File: src/rtl/lsu_pkg.sv
// Shared types and constants for the load/store initiator.
// Pure declarations: no latency or backpressure of its own.
// Used by lsu_mem_master and lsu_align.
package lsu_pkg;

    typedef enum logic [2:0] {
        S_IDLE,
        S_RD_ADDR,
        S_RD_DATA,
        S_WR,
        S_RESP
    } lsu_state_t;

    localparam logic [2:0] F3_B  = 3'b000;
    localparam logic [2:0] F3_H  = 3'b001;
    localparam logic [2:0] F3_W  = 3'b010;
    localparam logic [2:0] F3_BU = 3'b100;
    localparam logic [2:0] F3_HU = 3'b101;

    localparam logic [31:0] LSU_BASE_ADDR = 32'h0000_2000;
    localparam logic [31:0] LSU_END_ADDR  = 32'h0000_3FFF;

    // Stores only have signed size codes; the unsigned variants are load-only.
    function automatic logic f3_legal(input logic [2:0] f3, input logic we);
        logic ok;
        case (f3)
            F3_B, F3_H, F3_W: ok = 1'b1;
            F3_BU, F3_HU:     ok = !we;
            default:          ok = 1'b0;
        endcase
        return ok;
    endfunction

    function automatic logic is_misaligned(input logic [2:0] f3, input logic [1:0] off);
        return ((f3[1:0] == 2'b01) && off[0]) ||
               ((f3[1:0] == 2'b10) && (off != 2'b00));
    endfunction

endpackage

File: src/rtl/lsu_align.sv
// Lane extraction/extension for loads and lane merge for sub-word stores.
// Purely combinational, zero latency.
// No handshake; the caller decides when the outputs are consumed.
module lsu_align
    import lsu_pkg::*;
(
    input  logic [31:0] rdata,
    input  logic [1:0]  offset,
    input  logic [2:0]  funct3,
    input  logic [31:0] wdata,
    output logic [31:0] load_data,
    output logic [31:0] merged
);

    logic [7:0]  byte_lane;
    logic [15:0] half_lane;

    always_comb begin
        byte_lane = rdata[{offset, 3'b000} +: 8];
        half_lane = offset[1] ? rdata[31:16] : rdata[15:0];
    end

    always_comb begin
        load_data = '0;
        case (funct3)
            F3_B:    load_data = {{24{byte_lane[7]}}, byte_lane};
            F3_H:    load_data = {{16{half_lane[15]}}, half_lane};
            F3_W:    load_data = rdata;
            F3_BU:   load_data = {24'h0, byte_lane};
            F3_HU:   load_data = {16'h0, half_lane};
            default: load_data = '0;
        endcase
    end

    // Lanes not addressed by the store pass through from the read word.
    always_comb begin
        merged = rdata;
        case (funct3)
            F3_B: merged[{offset, 3'b000} +: 8] = wdata[7:0];
            F3_H: begin
                if (offset[1]) merged[31:16] = wdata[15:0];
                else           merged[15:0]  = wdata[15:0];
            end
            F3_W:    merged = wdata;
            default: merged = rdata;
        endcase
    end

endmodule

File: src/rtl/lsu_mem_master.sv
// Load/store initiator: one B/H/W request at a time onto a word-wide 1-cycle-read memory.
// Latency accept->rsp: error 1, word store 2, load 3, sub-word store (RMW) 4 cycles.
// Single outstanding request: req_ready only in IDLE; response held until rsp_ready.
module lsu_mem_master
    import lsu_pkg::*;
#(
    parameter logic [31:0] BASE_ADDR = LSU_BASE_ADDR,
    parameter logic [31:0] END_ADDR  = LSU_END_ADDR
) (
    input  logic        i_clk,
    input  logic        i_rst_n,
    input  logic        i_req_valid,
    output logic        o_req_ready,
    input  logic        i_req_we,
    input  logic [2:0]  i_req_funct3,
    input  logic [31:0] i_req_addr,
    input  logic [31:0] i_req_wdata,
    output logic        o_rsp_valid,
    input  logic        i_rsp_ready,
    output logic [31:0] o_rsp_rdata,
    output logic        o_rsp_err,
    output logic [31:0] o_mem_addr,
    output logic        o_mem_wren,
    output logic [31:0] o_mem_wdata,
    input  logic [31:0] i_mem_rdata
);

    lsu_state_t  state;
    logic [1:0]  off_q;
    logic [2:0]  f3_q;
    logic        we_q;
    logic [31:0] wdata_q;
    logic [31:0] mem_addr_q;
    logic [31:0] mem_wdata_q;
    logic [31:0] rsp_rdata_q;
    logic        rsp_err_q;

    logic        req_fire;
    logic        out_of_range;
    logic        req_err;
    logic [31:0] load_data;
    logic [31:0] merged;

    assign req_fire     = i_req_valid && (state == S_IDLE);
    assign out_of_range = (i_req_addr < BASE_ADDR) || (i_req_addr > END_ADDR);
    assign req_err      = out_of_range
                       || !f3_legal(i_req_funct3, i_req_we)
                       || is_misaligned(i_req_funct3, i_req_addr[1:0]);

    lsu_align u_align (
        .rdata     (i_mem_rdata),
        .offset    (off_q),
        .funct3    (f3_q),
        .wdata     (wdata_q),
        .load_data (load_data),
        .merged    (merged)
    );

    always_ff @(posedge i_clk or negedge i_rst_n) begin
        if (!i_rst_n) begin
            state       <= S_IDLE;
            off_q       <= '0;
            f3_q        <= '0;
            we_q        <= 1'b0;
            wdata_q     <= '0;
            mem_addr_q  <= '0;
            mem_wdata_q <= '0;
            rsp_rdata_q <= '0;
            rsp_err_q   <= 1'b0;
        end else begin
            case (state)
                S_IDLE: begin
                    if (req_fire) begin
                        off_q       <= i_req_addr[1:0];
                        f3_q        <= i_req_funct3;
                        we_q        <= i_req_we;
                        wdata_q     <= i_req_wdata;
                        mem_addr_q  <= {i_req_addr[31:2], 2'b00};
                        rsp_rdata_q <= '0;
                        rsp_err_q   <= req_err;
                        if (req_err) begin
                            state <= S_RESP;
                        end else if (i_req_we && (i_req_funct3 == F3_W)) begin
                            mem_wdata_q <= i_req_wdata;
                            state       <= S_WR;
                        end else begin
                            state <= S_RD_ADDR;
                        end
                    end
                end
                S_RD_ADDR: state <= S_RD_DATA;
                // Read word is on i_mem_rdata here: finish the load or build the RMW word.
                S_RD_DATA: begin
                    if (we_q) begin
                        mem_wdata_q <= merged;
                        state       <= S_WR;
                    end else begin
                        rsp_rdata_q <= load_data;
                        state       <= S_RESP;
                    end
                end
                S_WR: state <= S_RESP;
                S_RESP: begin
                    if (i_rsp_ready) begin
                        mem_addr_q <= '0;
                        state      <= S_IDLE;
                    end
                end
                default: state <= S_IDLE;
            endcase
        end
    end

    assign o_req_ready = (state == S_IDLE);
    assign o_rsp_valid = (state == S_RESP);
    assign o_mem_wren  = (state == S_WR);
    assign o_rsp_rdata = rsp_rdata_q;
    assign o_rsp_err   = rsp_err_q;
    assign o_mem_addr  = mem_addr_q;
    assign o_mem_wdata = mem_wdata_q;

endmodule

File: config.mk
export PLATFORM = sky130hd
export DESIGN_NAME = lsu_mem_master
export DESIGN_NICKNAME = d
export VERILOG_FILES = /design/src/rtl/lsu_pkg.sv /design/src/rtl/lsu_align.sv /design/src/rtl/lsu_mem_master.sv
export SDC_FILE = /design/constraint.sdc
export NUM_CORES = 1
export LEC_CHECK = 0
export CAP_MARGIN = 20
export CORE_UTILIZATION = 33
export DETAILED_ROUTE_END_ITERATION = 8
export PLACE_DENSITY = 0.56
export SYNTH_ARGS = -nofsm -noshare
export SYNTH_HDL_FRONTEND = slang
export SYNTH_SLANG_ARGS = --single-unit
File: constraint.sdc
create_clock -name i_clk -period 4 [get_ports i_clk]
set_input_delay 0.6 -clock i_clk [delete_from_list [all_inputs] [get_ports i_clk]]
set_output_delay 0.6 -clock i_clk [all_outputs]
set_load 0.02 [all_outputs]
==> results of run 1 <==
==> layer usage <==
metal  share of wire [%]  global-route usage, %  up-vias  routed length [um]
li1                    -                      -     2932                   -
met1                  45                   30.9     3069               10500
met2                  44                   33.7      281               10400
met3                 9.0                   5.81       32                2120
met4                 2.1                   8.75        0                 493
met5                   0                      0        -                   0
==> worst max-delay path, delay by kind of cell (launching register included) <==
family	cells	cell delay, ns
buffers and inverters	2	0.75
and+or+nand+nor	1	0.49
DFF	1	0.48
==> power by group through the flow <==
stage,Clock (mW),Sequential [mW],Combinational (mW)
global placement,0,1.79,1.31
detailed placement,0,1.79,1.32
floorplan,0,1.84,0.637
CTS,1.54,1.77,1.32
finish,1.52,1.77,1.32
global route,1.60,1.80,1.42
==> per-stage QoR <==
step	cells	hold slack [ns]	total power, mW	util [%]
after floorplan	704	0.304	2.48	-
after global placement	1136	0.460	3.10	45.0
after detailed placement	1136	0.463	3.10	45.0
after CTS	1167	0.259	4.64	47.8
after global routing	1168	0.311	4.82	47.9
final	1168	0.237	4.61	47.9
==> cells in the final DEF (no fill, tap or decap), types with 5 or more instances in the layout <==
cell type	Yosys	layout
clkdlybuf4s50_1	0	200
dfrtp_1	136	136
nand2_1	130	130
a21oi_1	47	46
nor2_1	46	45
mux2_2	40	40
o21ai_0	40	40
a221oi_1	40	40
a22o_1	34	34
clkbuf_16	0	17
mux2i_1	15	15
inv_1	13	13
buf_4	2	13
o22ai_1	11	11
nor3_1	10	10
a31oi_1	8	8
nor2b_1	7	7
clkinvlp_4	0	7
o221ai_1	6	6
a211oi_1	5	5
a21o_1	5	5
ha_1	5	5
==> worst max-delay path by stage <==
stage,slack [ns],start,end,cells after the start
3_3_place_gp,0.98,i_req_addr[28],o_mem_wdata[5]$_DFFE_PN0P_,5
5_1_grt,1.11,f3_q[1]$_DFFE_PN0P_,o_rsp_rdata[31]$_DFFE_PN0P_,5
3_5_place_dp,0.97,i_req_addr[28],o_mem_wdata[5]$_DFFE_PN0P_,5
6_report,1.26,state[0]$_DFFE_PN0P_,o_req_ready,3
4_1_cts,1.25,state[0]$_DFFE_PN0P_,o_req_ready,3
2_1_floorplan,1.07,off_q[1]$_DFFE_PN0P_,o_mem_wdata[21]$_DFFE_PN0P_,10
==> layout make-up <==
cell class | instances | area, um2 | share of cell area [%]
Inverter | 13 | 48.8 | 0.500
Sequential cell | 136 | 3400 | 34.9
Tap cell | 270 | 338 | 3.46
Multi-Input combinational cell | 502 | 3250 | 33.3
Clock inverter | 13 | 123 | 1.26
Clock buffer | 18 | 439 | 4.50
Timing Repair Buffer | 216 | 2150 | 22.1
==> registers in the layout, indices dropped and copies added (netlist names) <==
name / flops
f3_q: 3
o_mem_addr: 30
o_mem_wdata: 32
o_rsp_err: 1
o_rsp_rdata: 32
off_q: 2
state: 3
wdata_q: 32
we_q: 1
==> Yosys cell counts (all sizes together) (2+ instances only) <==
| cell type | instances |
|---|---|
| a211o | 3 |
| clkbuf | 27 |
| buf | 26 |
| nor2 | 46 |
| inv | 13 |
| a211oi | 5 |
| nand2 | 130 |
| nand3 | 2 |
| a21oi | 47 |
| ha | 5 |
| or3 | 2 |
| nor4bb | 3 |
| or2 | 4 |
| dfrtp | 136 |
| nand2b | 3 |
| a32o | 2 |
| o2bb2ai | 2 |
| nor4 | 4 |
| a221oi | 40 |
| mux2 | 42 |
| nand4 | 2 |
| nor2b | 7 |
| mux2i | 15 |
| a21o | 5 |
| o21ai | 41 |
| nor3 | 11 |
| and2 | 2 |
| a22o | 35 |
| o22ai | 11 |
| nor3b | 5 |
| nor4b | 3 |
| o221ai | 6 |
| a31oi | 8 |
==> cell families after synthesis <==
| group | share of synthesized area [%] |
|---|---|
| AOI/OAI and AO/OA | 21.6 |
| adders and majority gates | 0.904 |
| buffers and inverters | 4.12 |
| other | 0.0542 |
| muxes | 9.44 |
| DFF | 49.2 |
| and+or+nand+nor | 14.7 |
==> run metrics, run 1 <==
setup violators final=0; NumNets Final=995; port bufs=201; GRT Util Overall=22.5%; outcome=completed; vias per inst=5.41; slowest CP cell=clkdlybuf4s50_1; worst relative slew slack=34.9%; post-DP HPWL=16.7 mm; CP max FO=10; fin crit share=68.6%; sequential share of the synthesized area=49.2%; Main synth FF type=dfrtp_1; Net Sw Frac=33.7%; core area=20400 um2; min cycle time layout=2.74 ns; die width=147 um; Slew @ Worst Pin=0.968 ns; Antenna diodes=0; clock share of power=32.9%; fillers=1968; wire length of the first global-routing pass=36.8 mm; power per cell area=472 nW/um2; Synth Cell Area=6920 um2; CP Capture Type=output port; Cell Int Power=3.05 mW; Hold Path Class=input pin to async pin; flop-to-flop setup slack=1.29 ns; total CTS buffers=17; TritonCTS clock tree=built; Leakage=4.18 nW; Data arrival, critical path=2.14 ns; Gate Count Post-Synth=703; reg2reg end=o_mem_wdata[4]$_DFFE_PN0P_; Setup Buffers After CTS=0; Placement Cell Area=9170 um2; share of cells above drive strength 1=12.0%; GP Congestion=0.850; fmax=365 MHz; Unique masters post-synth=52; Worst-path clk slew=0.06 ns; root buffer cell=clkbuf_16; clock latency at the later pin of the worst-skew pair=0.43 ns; worst slack at placement=0.969 ns; worst-path cell chain=or3_1, inv_1, clkdlybuf4s50_1; die height=147 um; DRC Markers=0; Area Growth Syn to Fin=41.0%; YS warnings=0; vias in the first global route=6232; Post-DRT Antenna Nets=0; share of total power in combinational logic=28.6%; ranking of synthesized cells by area=dfrtp_1 49%, nand2_1 7.1%, mux2_2 6.5%, a221oi_1 5.1%, a22o_1 4.3%; top cell type's share of synthesized area=49.2%; sw power=1.55 mW; Slew Viols, Final=0; setup TNS=0 ns; Bufs on Longest Clock Path=2; number of max-cap violations=0; Post-synth ARST share=100%; area of the die=21500 um2; Startpoint Class=flip-flop; VDD IR-drop max=223 uV; H-tree Lvls=4; WP data required=3.40 ns; R2R cell count=7; max incr delay on CP=0.64 ns; sequential power share=38.5%; hold buffer count at cts=0; I/O pin cnt=204; Synth Register Bits=136; number of flops mapped to enable cells by yosys=0; wire per inst=20.2 um; leading area contributor after synthesis=dfrtp_1; # rows=52; post-cts sizing count=0; Starting Density=34.0%; reg2reg start=off_q[0]$_DFFE_PN0P_; Crit Path Category=flip-flop to output port; Mapped Avg Cell Area=9.84 um2; Final WS setup=1.26 ns; clock skew=0.00868 ns; final WL=23.6 mm; Final Hold Vio Count=0; GRT overflow=0; RSZ-0062 raised after global routing=no; DRT iter0 DRCs=550; Post-Layout Inst Area=9750 um2; clk sink count=136; initial antenna violation count=1; first-pass iteration count of the detailed router=6; Via Count=6314; largest net degree at the start of global routing=83
No activity file was read; power rests on OpenSTA's default activity.
==> run 2: changes to the inputs <==
--- a/config.mk
+++ b/config.mk
@@ -8,7 +8,7 @@
 export CAP_MARGIN = 20
 export CORE_UTILIZATION = 33
 export DETAILED_ROUTE_END_ITERATION = 8
-export PLACE_DENSITY = 0.56
+export PLACE_DENSITY = 0.59
 export SYNTH_ARGS = -nofsm -noshare
 export SYNTH_HDL_FRONTEND = slang
 export SYNTH_SLANG_ARGS = --single-unit
==> constraint.sdc (replaced) <==
create_clock -name i_clk -period 2.2 [get_ports i_clk]
set_input_delay 0.33 -clock i_clk [delete_from_list [all_inputs] [get_ports i_clk]]
set_output_delay 0.33 -clock i_clk [all_outputs]
set_load 0.02 [all_outputs]
==> run 2 against run 1 <==
Compared with the run above:
- clock power grew 85%
- worst hold slack gained 0.20 ns
- routed wire length shrank 0.63%
- first-iteration DRC count shrank 4.0%
- critical path depth is the same
- register-to-register slack lost 1.2 ns
- clock-buffer cell count grew 7
- largest power group unchanged
==> run metrics, run 2 (synthesis gave the netlist of run 1 again) <==
Starting Density=34.0% (unchanged); final WL=23.5 mm (-0.63%); Cells after DPL=1193 (+5.0%); Data arrival, critical path=1.80 ns (-0.34 ns); Slew Viols, Final=0 (unchanged); most frequent cells in the layout=197 x clkdlybuf4s50_1, 136 x dfrtp_1, 130 x nand2_1, 65 x buf_4, 45 x nor2_1; worst path bufs/invs=2 (unchanged); DRC Markers=0 (unchanged); Placement Cell Area=9680 um2 (+5.6%); H-tree Lvls=4 (unchanged); delay-heaviest family, CP=simple AND/OR/NAND/NOR gates; Worst-path clk slew=0.06 ns (about the same); # rows=52 (unchanged); GP Congestion=0.853 (+0.31%); TritonCTS clock tree=built; I/O pin cnt=204 (unchanged); initial antenna violation count=0 (-1); WP data required=1.87 ns (-1.53 ns); total CTS buffers=17 (unchanged); outcome=completed; first-pass iteration count of the detailed router=5 (-1); DRT iter0 DRCs=528 (-4.0%); final hold slack=0.433 ns (+0.196 ns); Antenna diodes=0 (unchanged); wire per inst=19.1 um (-5.3%); Area Growth Syn to Fin=48.8%; vias per inst=5.28 (-2.3%); port bufs=201 (unchanged); most common cell after layout, fill and taps aside=clkdlybuf4s50_1; Hold Path Class=input pin to async pin; die height=147 um (unchanged); Post-DRT Antenna Nets=0 (unchanged); setup violators final=0 (unchanged); fillers=1928 (-2.0%); wire length of the first global-routing pass=37.1 mm (+0.65%); largest net degree at the start of global routing=54 (-35%); Util after Layout=50.5% (+2.6 points); Slew @ Worst Pin=0.573 ns (-0.396 ns); Final Hold Vio Count=0 (unchanged); RSZ-0062 raised after global routing=no; Crit Path Category=flip-flop to output port; Post-Layout Inst Area=10300 um2 (+5.5%); area of the die=21500 um2 (unchanged); Setup Buffers After CTS=0 (unchanged); Via Count=6472 (+2.5%); die width=147 um (unchanged); Bufs on Longest Clock Path=2 (unchanged); CP max FO=5 (-5); number of max-cap violations=0 (unchanged); clock skew=0.0106 ns (+0.00189 ns); min cycle time layout=2.13 ns; post-DP HPWL=17.3 mm (+3.8%); CP Capture Type=output port; clk sink count=136 (unchanged); Non-Filler Instances=1226 (+5.0%); worst relative slew slack=61.7% (+27 points); fin crit share=97.0%; core area=20400 um2 (unchanged); worst-path cell chain=or3_1, inv_1, clkdlybuf4s15_1; Startpoint Class=flip-flop; Total Power=8.64 mW (+88%); root buffer cell=clkbuf_16; setup TNS=0 ns (unchanged); VDD IR-drop max=554 uV (+150%); worst slack at placement=-0.270 ns (-1.24 ns); slowest CP cell=or3_1; GRT overflow=0 (unchanged); fmax=468 MHz; power per cell area=839 nW/um2 (+78%); clock latency at the later pin of the worst-skew pair=0.43 ns (about the same); max incr delay on CP=0.49 ns (-0.15 ns); NumNets Final=1052 (+5.7%); GRT Util Overall=22.3% (-0.17 points); Final WS setup=0.0651 ns (-1.19 ns); vias in the first global route=6482 (+4.0%); share of cells above drive strength 1=17.7% (+5.7 points); Leakage=4.51 nW (+7.9%)
## run 2: cell count changes in the layout (fill, tap and decap cells not counted), moves of 3 or more
cell,delta
clkbuf_1,+6
clkdlybuf4s50_1,-3
buf_12,+4
clkinvlp_4,-5
inv_6,-3
buf_4,+52
## run 2: final timing paths
path                            depth (start not counted)                   startpoint  slack [ns]                     endpoint
worst min-delay path                                    2                      i_rst_n        0.43    o_mem_addr[3]$_DFFE_PN0P_
worst max-delay path                                    3         state[0]$_DFFE_PN0P_        0.07                  o_req_ready
min in group i_clk                                      2  o_rsp_rdata[29]$_DFFE_PN0P_        0.48  o_rsp_rdata[29]$_DFFE_PN0P_
max in group asynchronous                               3                      i_rst_n        0.99  o_rsp_rdata[23]$_DFFE_PN0P_
worst max register to register                          7         off_q[1]$_DFFE_PN0P_        0.07   o_mem_wdata[8]$_DFFE_PN0P_
worst min register to register                          2  o_rsp_rdata[29]$_DFFE_PN0P_        0.48  o_rsp_rdata[29]$_DFFE_PN0P_
## run 2: where the power goes
group	internal, mW	switching (mW)
clock network	1.73	1.08
registers	2.86	0.303
logic	1.27	1.39
## run 2: final cells by class
class                           instances  area (um2)  share of cell area, %
Multi-Input combinational cell        502        3300                   32.1
Clock inverter                          7        93.8                  0.912
Clock buffer                           25         475                   4.62
Tap cell                              270         338                   3.28
Sequential cell                       136        3400                   33.1
Timing Repair Buffer                  273        2630                   25.6
Inverter                               13        48.8                  0.474
## run 2: routing by layer
layer	global-route usage (%)	wire length, um	up-vias
li1	-	-	3048
met4	6.72	391	0
met5	0	0	-
met2	33.9	10600	258
met1	31.2	10800	3137
met3	5.50	1730	29
## run 2: timing repair
action	CTS	global route
hold endpoints to repair	50	0
resized for setup	7	5
setup endpoints to repair	10	10
hold buffers	1	0
==> run 3: changes to the inputs <==
--- a/config.mk
+++ b/config.mk
@@ -8,6 +8,7 @@
 export CAP_MARGIN = 20
 export CORE_UTILIZATION = 33
 export DETAILED_ROUTE_END_ITERATION = 8
+export GPL_TIMING_DRIVEN = 0
 export PLACE_DENSITY = 0.59
 export SYNTH_ARGS = -nofsm -noshare
 export SYNTH_HDL_FRONTEND = slang
==> run 3 against run 2 <==
Compared with the run above:
- clock skew shrank 0.0033 ns
- final cell count shrank 0.41%
- routed wire length increased by 6.5%
- register-to-register slack worse by 0.02 ns
- sequential power hardly changed
- die area did not move
- worst hold slack lost 0.044 ns
- maximum frequency is 0.76% lower
==> run metrics, run 3 (synthesis gave the netlist of run 1 again) <==
reg2reg start=off_q[0]$_DFFE_PN0P_; Antenna diodes=0 (unchanged); Startpoint Class=flip-flop; first-pass iteration count of the detailed router=6 (+1); Util after Layout=51.0% (+0.48 points); vias in the first global route=6702 (+3.4%); worst relative slew slack=52.4% (-9.3 points); CP startpoint=off_q[0]$_DFFE_PN0P_; initial antenna violation count=0 (unchanged); Crit Path Category=flip-flop to flip-flop; DRC Markers=0 (unchanged); clock skew=0.00732 ns (-0.00325 ns); flop-to-flop setup slack=0.05 ns (-0.02 ns); final WL=25.0 mm (+6.5%); Hold Path Class=input pin to flip-flop; most frequent cells in the layout=195 x clkdlybuf4s50_1, 133 x dfrtp_1, 129 x nand2_1, 42 x nor2_1, 41 x a21oi_1; root buffer cell=clkbuf_16; Starting Density=34.0% (unchanged); grt met2 use=36.9% (+3.0 points); NumNets Final=1049 (-0.29%); H-tree Lvls=4 (unchanged); vias per inst=5.44 (+3.1%); DRT iter0 DRCs=428 (-19%); port bufs=201 (unchanged); Area Growth Syn to Fin=50.2%; area of the die=21500 um2 (unchanged); die width=147 um (unchanged); setup TNS=0 ns (unchanged); wire per inst=20.5 um (+6.9%); clk sink count=136 (unchanged); min cycle time layout=2.15 ns (+0.0163 ns); gr busiest metal=met2; Data arrival, critical path=2.51 ns (+0.71 ns); Slew Viols, Final=0 (unchanged); GP Congestion=0.914 (+7.2%); Final Hold Vio Count=0 (unchanged); Post-DRT Antenna Nets=0 (unchanged); wire length of the first global-routing pass=39.1 mm (+5.5%); RSZ-0062 raised after global routing=yes; total CTS buffers=17 (unchanged); Via Count=6648 (+2.7%); GRT overflow=0 (unchanged); GRT Util Overall=23.8% (+1.5 points); post-DP HPWL=18.2 mm (+4.8%); CP Capture Type=flip-flop; CP max FO=8 (+3); most common cell after layout, fill and taps aside=clkdlybuf4s50_1; clock latency at the later pin of the worst-skew pair=0.43 ns (about the same); Bufs on Longest Clock Path=2 (unchanged); Worst-path clk slew=0.06 ns (about the same); met3 GRT Util=5.71% (+0.22 points); I/O pin cnt=204 (unchanged); TritonCTS clock tree=built; largest net degree at the start of global routing=77 (+43%); Leakage=4.52 nW (+0.17%); Slew @ Worst Pin=0.715 ns (+0.142 ns); hold_sp=i_mem_rdata[23]; die height=147 um (unchanged); number of max-cap violations=0 (unchanged); power per cell area=859 nW/um2 (+2.3%); grt met1 use=32.3% (+1.1 points); WP data required=2.56 ns (+0.69 ns); # rows=52 (unchanged); core area=20400 um2 (unchanged); setup violators final=0 (unchanged); share of cells above drive strength 1=19.3% (+1.7 points); fin crit share=97.8% (+0.74 points); VDD IR-drop max=598 uV (+7.9%); outcome=completed; fmax=465 MHz (-0.76%)
[run 3: report_power, final]
group | switching (mW) | leakage (nW) | internal (mW) | total (mW)
logic | 1.52 | 2.49 | 1.30 | 2.82
registers | 0.315 | 1.75 | 2.86 | 3.17
clock network | 1.07 | 0.285 | 1.86 | 2.93
total | 2.91 | 4.52 | 6.01 | 8.92
[run 3: final timing paths]
kind | endpoint | depth (start not counted)
max reg2reg | o_mem_wdata[8]$_DFFE_PN0P_ | 8
min in group asynchronous | o_mem_addr[3]$_DFFE_PN0P_ | 2
max in group asynchronous | off_q[1]$_DFFE_PN0P_ | 3
min | o_rsp_rdata[23]$_DFFE_PN0P_ | 3
min reg2reg | o_rsp_rdata[23]$_DFFE_PN0P_ | 2
max | o_mem_wdata[8]$_DFFE_PN0P_ | 8
[run 3: worst max-delay path, cell delays in order, from the launching register on]
cell,delay (ns)
dfrtp_2,0.43
buf_4,0.15
buf_4,0.16
ha_1,0.21
or2_2,0.30
a21oi_4,0.27
nand2_1,0.16
a21oi_2,0.23
mux2_2,0.18
[run 3: area by class of cell]
class / instances / area [um2]
plain buffers: 44 / 254
clock buffers: 23 / 478
clock inverters: 7 / 119
fillers: 1904 / 9980
inverters: 13 / 53.8
multi-input cells: 502 / 3510
flip-flops and latches: 136 / 3410
well taps: 270 / 338
repair buffers: 226 / 2230
[run 3: stage by stage]
| step | cells | instance area [um2] | hold WS, ns | power [mW] | worst slack [ns] |
|---|---|---|---|---|---|
| floorplan | 704 | 6970 | 0.0344 | 4.55 | -0.00221 |
| global placement | 1175 | 9320 | 0.458 | 5.71 | -4.88 |
| detailed placement | 1176 | 9350 | 0.426 | 5.73 | -0.518 |
| CTS | 1218 | 10200 | 0.474 | 8.85 | -0.00118 |
| global route | 1221 | 10400 | 0.401 | 9.32 | -0.0120 |
| finish | 1221 | 10400 | 0.389 | 8.92 | 0.0488 |
[run 3: repair_timing]
| item | in CTS | in global routing |
|---|---|---|
| pin swaps | 14 | 3 |
| hold buffers | 1 | 0 |
| setup buffers | 17 | 6 |
| endpoints found under the hold margin | 75 | 0 |
| resized for setup | 50 | 36 |
| setup endpoints to repair | 88 | 61 |
[run 3: routing by layer]
layer	share of wire, %	up-vias
li1	-	3044
met1	44	3244
met2	45	315
met3	8.0	45
met4	2.7	0
met5	0	-
==> edit: new RTL, settings of run 2 <==
The 5 states of `lsu_state_t` get a one-hot encoding in 5 bits.
--- a/src/rtl/lsu_pkg.sv
+++ b/src/rtl/lsu_pkg.sv
@@ -5,8 +5,8 @@
 
-    typedef enum logic [2:0] {
-        S_IDLE,
-        S_RD_ADDR,
-        S_RD_DATA,
-        S_WR,
-        S_RESP
+    typedef enum logic [4:0] {
+        S_IDLE    = 5'b00001,
+        S_RD_ADDR = 5'b00010,
+        S_RD_DATA = 5'b00100,
+        S_WR      = 5'b01000,
+        S_RESP    = 5'b10000
     } lsu_state_t;
Function: no difference found for any inputs over 4 cycles, from zero or initial values and one cycle with i_rst_n low; so few cycles prove little.
==> edit against run 2 <==
  * Die area increased by 5.4%
  * Sequential cell count increased by 2
  * Area after synthesis increased by 5.5%
  * Largest cell class is now multi-input gates
  * Cell area increased by 8.6%
  * Wire length increased by 12%
  * Setup slack got worse by 0.023 ns
  * Final cell count increased by 13%
  * Critical endpoint is now o_mem_wdata[31]
Power is not compared: it rests on default switching activity, and its combinational part moved more than twofold at a synthesized area within 25%.
==> edit: results (changes against run 2) <==
first-pass GRT wire length - 39.4 mm (+6.3%)
Hold EP - o_mem_addr[17]
Post-CTS Resized - 13 (+6)
Async SR Flop Fraction - 1.00 (unchanged)
Crit Reg-Reg Endpoint - o_mem_wdata[31]
Cells after DPL - 1,344 (+13%)
CP arrival - 2.46 ns (+0.66 ns)
drt via density - 5.24 (-0.80%)
Placer Congestion - 0.904 (+6.0%)
r2r worst-path depth - 7 (unchanged)
post-synth cell types - 55 (+5.8%)
post-DR wirelength/cell - 18.9 um (-1.3%)
Final HPWL DP - 18.6 mm (+7.0%)
GRT Resource Usage Total - 0.230 (+0.00726)
CP max FO - 6 (+1)
final hold vios - 0 (unchanged)
Max-slew headroom - 0.564 (-0.0528)
R2R Setup Slk - 0.04 ns (-0.02 ns)
drt first-iter violations - 641 (+21%)
Final Skew - 0.0137 ns (+0.00316 ns)
hold slack - 0.212 ns (-0.221 ns)
Clock Latency Late Sink - 0.43 ns (about the same)
Num CTS Buffers - 17 (unchanged)
synth top area cells - dfrtp_1 (47%), nand2_1 (12%), mux2_2 (5.6%)
DRC - 0 (unchanged)
via count - 7,274 (+12%)
gr ovfl total - 0 (unchanged)
crit path from - state[1]
clock slew at reported path FFs - 0.06 ns (about the same)
Synth Area per Inst - 8.73 sq um (-11%)
Fill cells - 2,011 (+4.3%)
Worst IR Drop VDD - 0.766 mV
fraction of layout cells with a size suffix above 1 - 0.193 (+0.0162)
first-pass iteration count of the detailed router - 7 (+2)
initial antenna violation count - 0 (unchanged)
CTS root buf - clkbuf_16
post-CTS setup buffer count - 0 (unchanged)
Synth warnings - 0 (unchanged)
outcome - finished, final reports clean
Pleak - 4.93 nW
final net count - 1,206 (+15%)
setup TNS - 0 ns (unchanged)
minimum clock period - 2.16 ns (+0.0228 ns)
power density cells - 1170 mW/mm^2
largest net degree at the start of global routing - 52 (-3.7%)
top_reg_cell synth - dfrtp_1
pre-CTS WS - -0.449 ns (-0.179 ns)
vias in the first global route - 6,762 (+4.3%)
Post-synth top cells - nand2_1 (225), dfrtp_1 (137), a21oi_1 (75)
register area share after synthesis - 0.474 (-0.0185)
Area after DPL - 0.0102 sq mm (+5.2%)
min-delay src - i_req_addr[17]
worst hold path class - in -> reg
deepest clock path buffer count - 2 (unchanged)
==> edit: kinds of logic after synthesis <==
| group | count (synthesis) | synth area share |
|---|---|---|
| other | 1 | 0.000514 |
| adders and majority gates | 5 | 0.00858 |
| buffers and inverters | 68 | 0.0401 |
| AOI/OAI and AO/OA | 223 | 0.192 |
| muxes | 44 | 0.0717 |
| and+or+nand+nor | 357 | 0.214 |
| DFF | 138 | 0.474 |
==> edit: area by class of cell <==
type / instances / share of cell area
multi-input cells: 631 / 0.335
inverters: 7 / 0.00246
well taps: 280 / 0.0314
repair buffers: 302 / 0.266
flip-flops and latches: 138 / 0.309
clock buffers: 17 / 0.0381
clock inverters: 14 / 0.0177
==> edit: critical path: stages (launching register included) <==
cell       delay [ns]
dfrtp_1          0.41
or4b_4           0.56
nor2_4           0.16
nand2_2          0.09
a21oi_4          0.18
buf_6            0.15
clkbuf_16        0.16
mux2_2           0.33
==> edit: metal layers <==
metal,part of all wire,track usage,up-vias
met5,0,0,-
met1,0.44,0.318,3465
met4,0.024,0.0795,0
met2,0.44,0.339,307
met3,0.088,0.0697,38
li1,-,-,3464
==> edit: where the power goes <==
group / switching (mW) / total [mW] / leakage, nW / internal (mW)
Sequential: 0.408 / 3.59 / 1.77 / 3.18
Combinational: 3.68 / 6.38 / 2.86 / 2.70
Clock: 1.17 / 3.07 / 0.299 / 1.90
Total: 5.26 / 13.0 / 4.93 / 7.78
==> edit: worst max-delay path by stage <==
stage                      end  cells past startpoint
2_1_floorplan  o_mem_wdata[23]                      8
3_3_place_gp   o_mem_wdata[20]                      9
3_5_place_dp   o_mem_wdata[14]                      9
4_1_cts        o_mem_wdata[19]                      9
5_1_grt        o_mem_wdata[21]                     10
6_report       o_mem_wdata[31]                      7
